[src/rtl/cpu_int_ctrl.sv]
// Interrupt controller for the CPU: frame, line and external interrupt sources,
// prioritised onto a single active-low INT with an IM2 vector on acknowledge.
package cpu_int_ctrl_pkg;
    typedef enum logic [1:0] {
        S48  = 2'd0,
        S128 = 2'd1,
        PENT = 2'd2
    } timings_t;
endpackage

module cpu_int_ctrl
    import cpu_int_ctrl_pkg::*;
#(
    parameter int unsigned NEXT       = 2,
    parameter int unsigned INT_LEN    = 32,
    parameter logic [7:0]  VEC_BASE   = 8'hE0,
    parameter int unsigned INT_V_S48  = 247,
    parameter int unsigned INT_H_S48  = 442,
    parameter int unsigned INT_V_S128 = 247,
    parameter int unsigned INT_H_S128 = 450,
    parameter int unsigned INT_V_PENT = 239,
    parameter int unsigned INT_H_PENT = 316
) (
    input  logic              rst_n,
    input  logic              clkcpu,
    input  logic [8:0]        vc,
    input  logic [8:0]        hc,
    input  timings_t          timings,
    input  logic [8:0]        line_vc,
    input  logic [NEXT+1:0]   mask,
    input  logic [NEXT-1:0]   ext_req,
    input  logic              m1,
    input  logic              iorq,
    output logic              n_int,
    output logic [7:0]        vector,
    output logic              vector_oe,
    output logic [NEXT+1:0]   pending,
    output logic [2:0]        active_ch
);
    localparam int unsigned NCH = NEXT + 2;

    typedef enum logic [1:0] {IDLE, ASSERT, ACK, GAP} state_t;

    state_t          state, state_d;
    logic [7:0]      cnt, cnt_d;
    logic            gap_cnt, gap_cnt_d;
    logic [2:0]      active_d, win;
    logic [NCH-1:0]  ev, req, sel, pend_clr;
    logic [7:0]      mask8;
    logic [8:0]      int_v, int_h;
    logic            frame_armed, line_armed, frame_ev, line_ev, ack, found;
    logic [NEXT-1:0] ext_s1, ext_s2, ext_prev;

    always_comb begin
        int_v = 9'(INT_V_S48);
        int_h = 9'(INT_H_S48);
        case (timings)
            S128: begin int_v = 9'(INT_V_S128); int_h = 9'(INT_H_S128); end
            PENT: begin int_v = 9'(INT_V_PENT); int_h = 9'(INT_H_PENT); end
            default: ;
        endcase
    end

    // hc >= INT_H rather than == so coarse hc stepping cannot skip the event
    assign frame_ev = frame_armed && (vc == int_v) && (hc >= int_h);
    assign line_ev  = line_armed && (vc == line_vc) && (hc >= int_h);
    assign ev       = {ext_s2 & ~ext_prev, line_ev, frame_ev};
    assign ack      = m1 & iorq;
    assign req      = pending & mask;
    assign mask8    = 8'(mask);

    always_ff @(posedge clkcpu or negedge rst_n) begin
        if (!rst_n) begin
            frame_armed <= 1'b1;
            line_armed  <= 1'b1;
            ext_s1      <= '0;
            ext_s2      <= '0;
            ext_prev    <= '0;
            pending     <= '0;
        end else begin
            if (frame_ev)       frame_armed <= 1'b0;
            else if (vc == '0)  frame_armed <= 1'b1;
            if (line_ev)        line_armed  <= 1'b0;
            else if (hc < 9'd8) line_armed  <= 1'b1;
            ext_s1   <= ext_req;
            ext_s2   <= ext_s1;
            ext_prev <= ext_s2;
            // a new event wins over a same-edge clear
            pending  <= (pending & ~pend_clr) | ev;
        end
    end

    always_comb begin
        win   = '0;
        found = 1'b0;
        sel   = '0;
        for (int unsigned i = 0; i < NCH; i++) begin
            if (req[i] && !found) begin
                win   = 3'(i);
                found = 1'b1;
            end
            sel[i] = (active_ch == 3'(i));
        end

        state_d   = state;
        cnt_d     = cnt;
        gap_cnt_d = gap_cnt;
        active_d  = active_ch;
        pend_clr  = '0;
        unique case (state)
            IDLE: begin
                if (found) begin
                    state_d  = ASSERT;
                    cnt_d    = '0;
                    active_d = win;
                end
            end
            ASSERT: begin
                cnt_d = cnt + 8'd1;
                if (ack) begin
                    state_d  = ACK;
                    pend_clr = sel;
                end else if (!mask8[active_ch]) begin
                    state_d   = GAP;
                    gap_cnt_d = 1'b0;
                end else if (active_ch == '0 && cnt == 8'(INT_LEN - 1)) begin
                    state_d   = GAP;
                    gap_cnt_d = 1'b0;
                    pend_clr  = sel;
                end
            end
            ACK: begin
                if (!iorq) begin
                    state_d   = GAP;
                    gap_cnt_d = 1'b0;
                end
            end
            GAP: begin
                if (gap_cnt) state_d   = IDLE;
                else         gap_cnt_d = 1'b1;
            end
            default: state_d = IDLE;
        endcase
    end

    always_ff @(posedge clkcpu or negedge rst_n) begin
        if (!rst_n) begin
            state     <= IDLE;
            cnt       <= '0;
            gap_cnt   <= 1'b0;
            active_ch <= '0;
            n_int     <= 1'b1;
        end else begin
            state     <= state_d;
            cnt       <= cnt_d;
            gap_cnt   <= gap_cnt_d;
            active_ch <= active_d;
            n_int     <= (state_d != ASSERT);
        end
    end

    assign vector_oe = (state == ACK) & ack;
    assign vector    = (state == ACK) ? (VEC_BASE | {4'b0000, active_ch, 1'b0}) : VEC_BASE;

endmodule

[config.mk]
export PLATFORM = sky130hd
export DESIGN_NAME = cpu_int_ctrl
export DESIGN_NICKNAME = d
export VERILOG_FILES = /design/src/rtl/cpu_int_ctrl.sv
export SDC_FILE = /design/constraint.sdc
export NUM_CORES = 1
export LEC_CHECK = 0
export ABC_CLOCK_PERIOD_IN_PS = 1800
export BUFFER_PORTS_ARGS = -buffer_cell sky130_fd_sc_hd__buf_2
export CORE_MARGIN = 10
export CORE_UTILIZATION = 30
export CTS_CLUSTER_SIZE = 24
export DETAILED_ROUTE_END_ITERATION = 8
export PLACE_DENSITY = 0.61
export SYNTH_ARGS = -nofsm -noshare
export SYNTH_HDL_FRONTEND = slang
export SYNTH_SLANG_ARGS = --single-unit
[constraint.sdc]
create_clock -name clkcpu -period 1.8 [get_ports clkcpu]
set_clock_uncertainty 0.1 [all_clocks]
set_input_delay 0.36 -clock clkcpu [delete_from_list [all_inputs] [get_ports clkcpu]]
set_output_delay 0.36 -clock clkcpu [all_outputs]
set_load 0.02 [all_outputs]
* After elaboration in Yosys (flattened, before gate mapping)
Cells that the tools add are included.
Operators by class: muxes and demuxes 34, eq/ne operators 16, reduce and logical (&&, ||, !) cells 21, bitwise gates (word level) 8, magnitude comparators 3, add/subtract/negate cells 1
Operators with widths (number):
- one-hot mux 8 bit (2 select lines) | 2
- two-way mux 4 bit | 5
- equality test 9 bit | 2
- two-way mux 1 bit | 14
- two-way mux 2 bit | 6
- >= comparator 9 bit | 1
- zero test 9 bit | 1
- less-than comparator 9 x 4 -> 1 bit, second input constant | 1
- adder 8 x 1 -> 8 bit, second input constant | 1
- AND 4 bit | 2
- equality test 8 x 5 -> 1 bit, second input constant | 1
- logical AND 1 bit | 8
- two-way mux 8 bit | 1
- one-hot mux 2 bit (4 select lines) | 1
- equality test 2 bit, second input constant | 3
- equality test 3 x 2 -> 1 bit, second input constant | 2
- two-way mux 3 bit | 2
- != test 2 bit, second input constant | 3
- nonzero test 2 bit | 3
- two-way mux 5 bit | 1
- equality test 2 x 1 -> 1 bit, second input constant | 2
- less-than comparator 3 x 4 -> 1 bit, second input constant | 1
- NOT 4 bit | 1
- bitwise OR 4 bit | 1
- 14 further kinds | 18
Word-level totals: input bits 39, register bits after elaboration 27

* Logic depth before layout (Yosys ltp)
word-level depth 14, mapped depth 8

* Worst setup path before layout
No wires, ideal clock.
path kind input to register, from in timings[0], to reg frame_armed, cell stages on the path 7, slack -0.103 ns, required time 1.640 ns, arrival 1.743 ns, cells stage by stage or2b_1 > ha_1 > and4b_1 > o31ai_1 > and2_1 > a311o_1 > o21a_1
On the way: word-level cells in the longest chain between the ends 6
RTL lines:
- start, declared | RTL line 28 | input timings_t timings,
- branches (longest 4 deep; another with >= comparator 9 bit)
- logical AND 1 bit * | RTL line 65 | assign frame_ev = frame_armed && (vc == int_v) && (hc >= int_h);
- two-way mux 1 bit or nonzero test 2 bit (tied branches)
- end signal, assigned | RTL line 74 | frame_armed <= 1'b1;
- end signal, assigned | RTL line 81 | if (frame_ev) frame_armed <= 1'b0;
- end signal, assigned | RTL line 82 | else if (vc == '0) frame_armed <= 1'b1;
- end, declared | RTL line 51 | logic frame_armed, line_armed, frame_ev, line_ev, ack, found;
Mark *: on every way between the ends. A chain may end at the register's enable or synchronous reset.

* Worst setup path after layout
from in timings[1], to reg frame_armed
Same word-level chain as after synthesis.

==> metrics.csv <==
stage;metric;value;unit
power_and_ir_drop;power.density;1000;nW/µm²
critical_path;reg2reg_to;frame_armed;
floorplan;rows;26;
critical_path;worstSetupPathType;in2reg;
logic_synthesis;syn_avg_cell_area;9.41;µm²
final_layout;post-route-util;42.0;%
power_and_ir_drop;power;0.00216;W
critical_path;cp_max_fo;4;
global_routing;grt-ovfl-total;0;
placement;io_buffers;48;
timing;min_period;1.75;ns
power_and_ir_drop;ir_drop;0.000532;V
timing;finalSetupViolCount;0;
critical_path;reg2reg_depth;4;
final_layout;diodes;0;
critical_path;start_kind;input pin;
logic_synthesis;synthFlopType;dfrtp_1;
logic_synthesis;synth_top_area_share;35.8;%
floorplan;initial_core_util;31.3;%
route;wl_per_cell;14.1;µm
route;num_vias;1499;
timing;fmax;0.570;GHz
final_layout;fillers;546;
global_routing;grt_usage;9.56;%
logic_synthesis;syn_area;1610;µm²
global_routing;grt_max_degree;27;
final_layout;stdcell_count;307;
logic_synthesis;synth.ff_latch_count;26;
cts;hold_buffers;0;
floorplan;ios;56;
timing;slew_violations;0;
final_layout;area_delta_synth_final;34.1;%
timing;tightestPinTransition;0.563;ns
cts;cts_buffers;3;
placement;dp.cells;299;
critical_path;crit_path_end_kind;register;
cts;cts_tree;built;
logic_synthesis;synth-seq-area-share;40.7;%
route;routed_via_density;4.88;
logic_synthesis;yosysTopAreaCell;dfrtp_1;
logic_synthesis;synth.area.top_cells;dfrtp_1 (36%), dfstp_2 (4.9%), xnor2_1 (4.9%);
global_routing;grt_pass1_wl;6970;µm
logic_synthesis;postSynthCellCount;171;
critical_path;reg2reg_slack;0.17;ns
logic_synthesis;synth_edf_count;0;
timing;hold_viol;23;
cts;clock-sinks;26;
critical_path;critPathSlowestCell;o31ai_2;
logic_synthesis;ys_top_cells_by_count;dfrtp_1 (23), nand2_1 (17), o21ai_0 (13), nor2_1 (9), xnor2_1 (9);
logic_synthesis;synth_cell_types;54;
timing;post-route-period-util;97.4;%
placement;dp_hpwl;3460;µm
global_routing;grt_pass1_vias;1457;
route;final_antenna_net_count;0;
cts;clk-insertion-delay-late;0.27;ns
logic_synthesis;ys.warnings.count;0;
final_layout;num-nets-final;282;
floorplan;core;5140;µm²
critical_path;worstPathCellList;buf_6, or2b_4, ha_4, and4b_1, o31ai_2, and2_1, a311o_1, o21a_1;
floorplan;die_h;93.2;µm
final_layout;layout-drive-gt1-share;37.1;%
timing;holdWs;-0.0327;ns
flow_run;max_cap_viol_count;0;
route;drt_wl_total;4330;µm
timing;finalSetupTns;0;ns
floorplan;die_area;8690;µm²
cts;clk_path_buf_depth;2;
critical_path;cp.arrival;1.87;ns
status;status;finished with violations;
route;drt_first_iter_violations;96;
route;remaining_drc_errors;0;
logic_synthesis;async_flop_share;100;%
power_and_ir_drop;leakage;0.990;nW
global_routing;antenna_found_initial;0;
min_path;holdCritPathClass;in2async;
status;violations;negative hold slack;
cts;path_clk_slew;0.09;ns
cts;htree_num_levels;1;
timing;relSlewSlack;62.4;%
critical_path;rr_startpoint;frame_armed;
critical_path;required;1.92;ns
floorplan;die_x;93.2;µm
critical_path;max_stage_delay;0.28;ns
route;drtPass1Iterations;4;
logic_synthesis;yosysMostFrequentCell;dfrtp_1;
placement;gp_congestion;0.911;
cts;cts_root_buf;clkbuf_8;
[cell type report]
type / instances / area [µm²] / area share (%)
Multi-Input combinational cell: 134 / 937 / 43.4
Tap cell: 70 / 87.6 / 4.06
Sequential cell: 26 / 656 / 30.4
Inverter: 5 / 18.8 / 0.870
Clock buffer: 4 / 55.1 / 2.55
Timing Repair Buffer: 68 / 403 / 18.7
[kinds of logic (layout without fill, tap and decap cells)]
group                      Yosys count  in the layout  synth area share (%)
AOI/OAI and AO/OA                   45             45                  19.4
xor gates and xnor gates             9              9                  4.90
adders and majority gates            5              5                  3.89
buffers and inverters               16             77                  5.99
DFF                                 26             26                  40.7
muxes                                2              2                  2.02
other                                2              7                 0.467
and+or+nand+nor                     66             66                  22.7
[layout by cell type (no fill, tap or decap), drive strengths merged, types with 2 or more instances in the layout]
master   Yosys  final
a211o        2      2
dfstp        3      3
conb         2      7
inv          5      5
or2b         2      2
and3b        2      2
nor2         9      9
nor3         3      3
nor4         4      4
or3          2      2
and3         2      2
a21o         2      2
o31ai        3      3
ha           5      5
o2bb2ai      2      2
xnor2        9      9
o21a         2      2
and2b        2      2
a22o         2      2
o21ai       14     14
a31oi        4      4
dfrtp       23     23
and2         2      2
clkbuf       1      4
a21oi        3      3
buf         10     68
nand2       17     17
nand2b       3      3
a22oi        2      2
nand3        5      5
nand4        7      7
[sequential cells by signal, indices dropped and copies added, names as in the netlist]
name and count:
active_ch 2, cnt 8, ext_prev 2, ext_s1 2
ext_s2 2, frame_armed 1, gap_cnt 1, line_armed 1
n_int 1, pending 4, state 2
[worst max-delay path, delay by kind of cell]
family,cells,cell delay (ns)
compound gates,3,0.54
fa+ha+maj,1,0.24
buf+inv,1,0.10
simple gates,3,0.63
[where the power goes]
| part | internal, W | switching, W | leakage, nW |
|---|---|---|---|
| registers | 0.000706 | 0.0000757 | 0.312 |
| clock network | 0.000195 | 0.000180 | 0.0288 |
| logic | 0.000459 | 0.000545 | 0.650 |
| total | 0.00136 | 0.000801 | 0.990 |
[per-stage QoR]
stage               cell area, µm²  setup WS, ns
floorplan                     1630       -0.0559
global placement              2000        -0.222
detailed placement            2000        -0.291
CTS                           2060       0.00220
global route                  2160      -0.00240
finish                        2160        0.0465
[what timing repair did]
action,4_1_cts,5_1_grt
buffers inserted,0,4
setup endpoints to repair,0,5
gates resized for setup,0,13
[per-layer routing]
layer | wire length (µm) | part of all wire, % | track usage [%]
met1 | 1900 | 44 | 11.3
met2 | 2170 | 50 | 16.8
met3 | 237 | 5.5 | 3.12
met4 | 25 | 0.58 | 1.16
met5 | 0 | 0 | 0
[how the worst max path moves through the flow]
stage	start	end	slack, ns	cells past startpoint
after floorplan	timings[0]	frame_armed	-0.06	7
after global placement	timings[0]	frame_armed	-0.22	8
after detailed placement	timings[0]	frame_armed	-0.29	8
after CTS	timings[0]	frame_armed	0.002	8
after global routing	timings[1]	pending[0]	-0.002	8
final	timings[1]	frame_armed	0.05	8
Note: power is estimated with default switching activity, not from simulation.
